--- src/rtl/div_bcd_pkg.sv ---
// Shared types and constants for the quotient-to-BCD converter.
package div_bcd_pkg;

  typedef enum logic [1:0] {
    ST_IDLE = 2'd0,
    ST_CONV = 2'd1,
    ST_DONE = 2'd2
  } state_e;

  localparam int          IN_WIDTH_DEF = 16;
  localparam logic [3:0]  ERR_CODE_DEF = 4'hF;

  // Smallest digit count whose decimal range covers every IN_WIDTH-bit value.
  function automatic int digits_for(input int w);
    longint maxv;
    longint p;
    int     d;
    maxv = (64'd1 << w) - 64'd1;
    p    = 10;
    d    = 1;
    while (p <= maxv) begin
      p = p * 10;
      d = d + 1;
    end
    return d;
  endfunction

  localparam int DIGITS_DEF = digits_for(IN_WIDTH_DEF);
  localparam int CNT_W_DEF  = $clog2(IN_WIDTH_DEF + 1);

endpackage

--- src/rtl/div_quotient_bcd_if.sv ---
// Handshake bundle between divider, BCD converter and display driver.
interface div_quotient_bcd_if #(
  parameter int DIGITS = 5
);
  logic                  in_valid;
  logic                  in_ready;
  logic [31:0]           quotient;
  logic                  div_error;
  logic                  out_valid;
  logic                  out_ready;
  logic [4*DIGITS-1:0]   bcd;
  logic                  out_err;
  logic                  busy;

  modport slave (
    input  in_valid, quotient, div_error, out_ready,
    output in_ready, out_valid, bcd, out_err, busy
  );

  modport master (
    output in_valid, quotient, div_error, out_ready,
    input  in_ready, out_valid, bcd, out_err, busy
  );
endinterface

--- src/rtl/bcd_add3_cell.sv ---
// Double-dabble digit correction: adds 3 to a BCD nibble that is 5 or more.
module bcd_add3_cell (
  input  logic [3:0] din,
  output logic [3:0] dout
);
  assign dout = (din >= 4'd5) ? din + 4'd3 : din;
endmodule

--- src/rtl/div_quotient_bcd.sv ---
// Serial binary-to-BCD of the divider quotient, one bit per clock (IN_WIDTH cycles, 1 on error).
// Single result slot: input is refused until the held result is taken by out_ready.
module div_quotient_bcd
  import div_bcd_pkg::*;
#(
  parameter int         IN_WIDTH = IN_WIDTH_DEF,
  parameter int         DIGITS   = DIGITS_DEF,
  parameter logic [3:0] ERR_CODE = ERR_CODE_DEF
) (
  input logic               clk,
  input logic               rst_n,
  div_quotient_bcd_if.slave bus
);

  localparam int CW = $clog2(IN_WIDTH + 1);
  localparam int BW = 4 * DIGITS;
  localparam int SW = BW + IN_WIDTH;

  state_e          state_q,     state_d;
  logic [CW-1:0]   cnt_q,       cnt_d;
  logic [SW-1:0]   shift_q,     shift_d;
  logic [BW-1:0]   bcd_q,       bcd_d;
  logic            out_err_q,   out_err_d;
  logic            in_ready_q,  in_ready_d;
  logic            out_valid_q, out_valid_d;
  logic            busy_q,      busy_d;

  logic [BW-1:0]   adj;
  logic [SW-1:0]   shifted;
  logic            unused_quotient_hi;

  // Sign replicas above IN_WIDTH never reach the datapath.
  assign unused_quotient_hi = ^bus.quotient[31:IN_WIDTH];

  for (genvar g = 0; g < DIGITS; g++) begin : g_add3
    bcd_add3_cell u_cell (
      .din  (shift_q[IN_WIDTH + 4*g +: 4]),
      .dout (adj[4*g +: 4])
    );
  end

  assign shifted = {adj, shift_q[IN_WIDTH-1:0]} << 1;

  always_comb begin
    state_d     = state_q;
    cnt_d       = cnt_q;
    shift_d     = shift_q;
    bcd_d       = bcd_q;
    out_err_d   = out_err_q;
    in_ready_d  = in_ready_q;
    out_valid_d = out_valid_q;
    busy_d      = busy_q;

    case (state_q)
      ST_IDLE: begin
        if (bus.in_valid && in_ready_q) begin
          in_ready_d = 1'b0;
          if (bus.div_error) begin
            bcd_d       = {DIGITS{ERR_CODE}};
            out_err_d   = 1'b1;
            out_valid_d = 1'b1;
            state_d     = ST_DONE;
          end else begin
            shift_d = {{BW{1'b0}}, bus.quotient[IN_WIDTH-1:0]};
            cnt_d   = CW'(IN_WIDTH);
            busy_d  = 1'b1;
            state_d = ST_CONV;
          end
        end
      end
      ST_CONV: begin
        shift_d = shifted;
        cnt_d   = cnt_q - CW'(1);
        if (cnt_q == CW'(1)) begin
          bcd_d       = shifted[SW-1:IN_WIDTH];
          out_err_d   = 1'b0;
          out_valid_d = 1'b1;
          busy_d      = 1'b0;
          state_d     = ST_DONE;
        end
      end
      ST_DONE: begin
        // No overlap: the slot reopens only on the cycle after consumption.
        if (bus.out_ready) begin
          out_valid_d = 1'b0;
          in_ready_d  = 1'b1;
          state_d     = ST_IDLE;
        end
      end
      default: begin
        state_d     = ST_IDLE;
        in_ready_d  = 1'b1;
        out_valid_d = 1'b0;
        busy_d      = 1'b0;
      end
    endcase
  end

  always_ff @(posedge clk or negedge rst_n) begin
    if (!rst_n) begin
      state_q     <= ST_IDLE;
      cnt_q       <= '0;
      shift_q     <= '0;
      bcd_q       <= '0;
      out_err_q   <= 1'b0;
      in_ready_q  <= 1'b1;
      out_valid_q <= 1'b0;
      busy_q      <= 1'b0;
    end else begin
      state_q     <= state_d;
      cnt_q       <= cnt_d;
      shift_q     <= shift_d;
      bcd_q       <= bcd_d;
      out_err_q   <= out_err_d;
      in_ready_q  <= in_ready_d;
      out_valid_q <= out_valid_d;
      busy_q      <= busy_d;
    end
  end

  assign bus.in_ready  = in_ready_q;
  assign bus.out_valid = out_valid_q;
  assign bus.bcd       = bcd_q;
  assign bus.out_err   = out_err_q;
  assign bus.busy      = busy_q;

endmodule

--- src/flat_wrapper.sv ---
// flat-port wrapper written by rule: the top's interface ports become plain ports
module div_quotient_bcd_flat import div_bcd_pkg::*;
#(
  parameter int         IN_WIDTH = IN_WIDTH_DEF,
  parameter int         DIGITS   = DIGITS_DEF,
  parameter logic [3:0] ERR_CODE = ERR_CODE_DEF
)
  (clk, rst_n, bus_in_valid, bus_quotient, bus_div_error, bus_out_ready, bus_in_ready, bus_out_valid, bus_bcd, bus_out_err, bus_busy);
  div_quotient_bcd_if #(.DIGITS(DIGITS)) bus_i ();
  input logic clk;
  input logic rst_n;
  input wire logic [$bits(bus_i.in_valid)-1:0] bus_in_valid;
  input wire logic [$bits(bus_i.quotient)-1:0] bus_quotient;
  input wire logic [$bits(bus_i.div_error)-1:0] bus_div_error;
  input wire logic [$bits(bus_i.out_ready)-1:0] bus_out_ready;
  output wire logic [$bits(bus_i.in_ready)-1:0] bus_in_ready;
  output wire logic [$bits(bus_i.out_valid)-1:0] bus_out_valid;
  output wire logic [$bits(bus_i.bcd)-1:0] bus_bcd;
  output wire logic [$bits(bus_i.out_err)-1:0] bus_out_err;
  output wire logic [$bits(bus_i.busy)-1:0] bus_busy;
  assign bus_i.in_valid = bus_in_valid;
  assign bus_i.quotient = bus_quotient;
  assign bus_i.div_error = bus_div_error;
  assign bus_i.out_ready = bus_out_ready;
  assign bus_in_ready = bus_i.in_ready;
  assign bus_out_valid = bus_i.out_valid;
  assign bus_bcd = bus_i.bcd;
  assign bus_out_err = bus_i.out_err;
  assign bus_busy = bus_i.busy;
  div_quotient_bcd #(.IN_WIDTH(IN_WIDTH), .DIGITS(DIGITS), .ERR_CODE(ERR_CODE)) u_core (.clk(clk), .rst_n(rst_n), .bus(bus_i));
endmodule
--- config.mk ---
export PLATFORM = sky130hd
export DESIGN_NAME = div_quotient_bcd_flat
export DESIGN_NICKNAME = d
export VERILOG_FILES = /design/src/rtl/div_bcd_pkg.sv /design/src/rtl/div_quotient_bcd_if.sv /design/src/rtl/bcd_add3_cell.sv /design/src/rtl/div_quotient_bcd.sv /design/src/flat_wrapper.sv
export SDC_FILE = /design/constraint.sdc
export NUM_CORES = 1
export LEC_CHECK = 0
export BUFFER_PORTS_ARGS = -buffer_cell sky130_fd_sc_hd__buf_4
export CAP_MARGIN = 20
export CORE_ASPECT_RATIO = 1.25
export CORE_MARGIN = 4
export CORE_UTILIZATION = 25
export CTS_CLUSTER_DIAMETER = 200
export DETAILED_ROUTE_END_ITERATION = 7
export GPL_ROUTABILITY_DRIVEN = 0
export PLACE_DENSITY = 0.4
export RECOVER_POWER = 50
export SLEW_MARGIN = 20
export SYNTH_ARGS = -nofsm -noshare
export SYNTH_HDL_FRONTEND = slang
export SYNTH_SLANG_ARGS = --single-unit
--- constraint.sdc ---
create_clock -name clk -period 5.1 [get_ports clk]
set_clock_uncertainty 0.15 [all_clocks]
set_input_delay 0.51 -clock clk [delete_from_list [all_inputs] [get_ports clk]]
set_output_delay 0.51 -clock clk [all_outputs]
set_load 0.03 [all_outputs]
==> key figures <==
STA
  – Rel. slew slack: 0.225
  – Fmax: ~330 MHz
  – Final setup fails: 0
  – Final Max Slew Viols: 0
  – Worst-margin pin slew: 1.15 ns
  – Setup WS post-layout: 2.09 ns
  – Final Hold Fails: 0
  – RSZ-0062 raised after global routing: false
  – Minimum clock period: 3.01 ns
  – Final period utilization: 0.591
  – Final TNS setup: 0 ns

GRT
  – Total grt overflow: 0
  – First-pass GRT wire length: ~13000 um
  – Vias in the first global route: 2592
  – Largest net degree at the start of global routing: 68
  – Initial antenna violation count: 0
  – Total GRT Usage: 0.111

Synthesis
  – Syn Inst Count: 292
  – Netlist Area Pre-Place: 3260 um2
  – Mean Syn Cell Area: 11.2 um2
  – Distinct cells, synth: 37
  – Top FF cell, synth: dfrtp_1
  – YS warnings: 0
  – Mapped Nets: 341
  – Sequential share of the synthesized area: 0.514
  – Async set or reset register ratio after synthesis: 1.00
  – Register bit total from synthesis: 67
  – EDFF count, synth: 0

Hold path
  – Worst hold-check path type: input port to asynchronous set/reset pin

Critical path
  – Crit end category: register
  – Worst path cell trace: inv_1 -> ha_1 -> nor4b_1 -> nand2_2 -> nand2_2 -> o22a_1
  – CP Max Fanout: 20
  – Cell family with the largest share of critical-path delay: simple AND/OR/NAND/NOR gates
  – Crit path from: u_core.cnt_q[1]
  – Crit start category: register
  – CP max stage cell: nor4b_1
  – WS Path Type: register to register
  – CP arrival: 3.13 ns
  – Worst r2r dst: u_core.bus.bcd[0]
  – Worst Reg-to-Reg Cells: 6
  – Slowest stage delay, CP: 0.91 ns
  – Critical Path Most Common Cell: nand2_2
  – CP Data Required Time: about 5.2 ns
  – FF-to-FF Start: u_core.cnt_q[1]
  – Crit path buffers/inverters: 1
  – R2R setup slack: 2.09 ns

Floorplanning
  – Starting Density: 0.257
  – Die Height: 136 um
  – Die Area: between 10000 and 15000 um2
  – Core area: 12700 um2
  – Die W: 110 um
  – Num rows: between 40 and 50
  – Ports: 61

Pwr
  – Leak: 1.76 nW
  – Sequential Power Share: 0.357
  – Total power per unit cell area: 674 nW/um2
  – Cell-internal power: 1.61 mW
  – Clock power share: 0.226
  – VDD IR-drop max: around 0.16 mV
  – Sw Ratio: 0.397
  – Psw: 1.06 mW
  – Combinational share of power: 0.417

Clock tree
  – Post-CTS Setup Bufs: 0
  – H-tree Lvls: 3
  – CTS tree: done
  – Post-CTS Resized: 0
  – CTS Buf Count: 9
  – CTS hold repair buffers: 0
  – Root Driver: clkbuf_16
  – Clock transition at the registers of the reported paths: 0.05 ns
  – Max Buffers Root-to-Sink: 2
  – Clock Latency Late Sink: 0.33 ns
  – # clock sinks: 67

Layout
  – Commonest non-fill, non-tap cells in the layout: dfrtp_1, buf_4, o21ai_0, inv_1, nand2_1
  – Fillers: 1293
  – Commonest non-fill, non-tap cell in the layout: dfrtp_1
  – Non-Filler Instances: 506
  – Area growth from synthesis to layout: 21.3%
  – Share of cells above drive strength 1: 0.204
  – ANT cells: 0
  – Nets: 382

Routing
  – Post-route ant nets: 0
  – Via count: 2356
  – Routed wire per std cell: 14.7 um
  – Vias per inst: roughly 4.7
  – DRC errors left: 0
  – DRT Pass-1 Iters: 4
  – DR iter-0 viols: 85
  – Routed WL: 7450 um

Flow run
  – Max-cap check violation count: 0

Place
  – Cells after DPL: 490
  – DP Wirelength: ~4800 um
  – Setup WS pre-CTS: 2.48 ns
  – Port buffer count: 44

Outcome
  – Status: finished clean
==> stage by stage <==
step	hold WS [ns]	power, mW	cell area, um2	util
after global routing	0.235	2.90	3960	0.311
after CTS	0.200	2.76	4010	0.315
after floorplan	0.0644	1.79	3260	-
final	0.151	2.67	3960	0.311
after detailed placement	0.321	2.14	3710	0.292
after global placement	0.312	2.12	3710	0.292
==> worst max-delay path by stage <==
stage	end	slack [ns]	cells past startpoint
after floorplan	u_core.shift_q[10]	3.31	6
after detailed placement	u_core.bus.bcd[0]	2.48	5
after global routing	u_core.bus.bcd[0]	1.80	6
final	u_core.bus.bcd[0]	2.09	6
after global placement	u_core.bus.bcd[0]	2.54	5
after CTS	u_core.bus.bcd[0]	2.45	5
==> power by group through the flow <==
stage | Sequential, mW | Clock [mW] | Combinational [mW]
finish | 0.953 | 0.602 | 1.11
global route | 0.994 | 0.647 | 1.26
global placement | 0.967 | 0 | 1.15
CTS | 0.965 | 0.623 | 1.17
floorplan | 1.08 | 0 | 0.713
detailed placement | 0.974 | 0 | 1.17
==> cell families (layout without fill, tap and decap cells) <==
group                      count (synthesis)  after routing  synth area share
buffers and inverters                     38             84            0.0579
and+or+nand+nor                           69             69             0.118
DFF                                       67             67             0.514
xor gates and xnor gates                   7              7            0.0188
adders and majority gates                 12             12            0.0460
AOI/OAI and AO/OA                         86             86             0.205
muxes                                     13             13            0.0399
==> registers in the layout (all words and copies together), names as in the netlist <==
| register | cells |
|---|---|
| u_core.bus.busy | 1 |
| u_core.state_q | 2 |
| u_core.cnt_q | 5 |
| u_core.bus.out_valid | 1 |
| u_core.bus.bcd | 20 |
| u_core.shift_q | 36 |
| u_core.bus.out_err | 1 |
| u_core.bus.in_ready | 1 |
==> layer usage <==
layer	global-route usage	routed length, um	vias to the layer above
li1	-	-	1133
met1	0.143	3450	1166
met2	0.178	3560	43
met3	0.0224	278	14
met4	0.0513	165	0
met5	0	0	-
==> cell usage after synthesis (2+ instances only) <==
library cell / count / area [um2]
dfrtp_1: 66 / 1650
o21ai_0: 23 / 115
inv_1: 21 / 78.8
nand2_1: 21 / 78.8
a21oi_1: 19 / 95.1
mux2i_1: 13 / 130
ha_1: 12 / 150
a22o_1: 11 / 96.3
o22a_1: 11 / 96.3
a2bb2oi_2: 9 / 135
nor3b_1: 9 / 67.6
a222oi_1: 8 / 80.1
nor3_1: 8 / 40.0
buf_2: 7 / 35.0
nand3_1: 7 / 35.0
nor2_1: 7 / 26.3
nand2b_1: 6 / 37.5
xnor2_1: 5 / 43.8
buf_6: 4 / 45.0
clkbuf_1: 3 / 11.3
buf_4: 2 / 15.0
nand2_2: 2 / 12.5
nor2b_1: 2 / 12.5
o211ai_1: 2 / 15.0
xor2_1: 2 / 17.5
==> cell type report <==
type,instances,area (um2),area share
well taps,168,210,0.0531
clock inverters,1,5.00,0.00126
repair buffers,46,312,0.0787
inverters,22,82.6,0.0209
clock buffers,15,288,0.0727
multi-input cells,187,1380,0.350
flip-flops and latches,67,1680,0.424
Power figures use the tool's default switching activity.
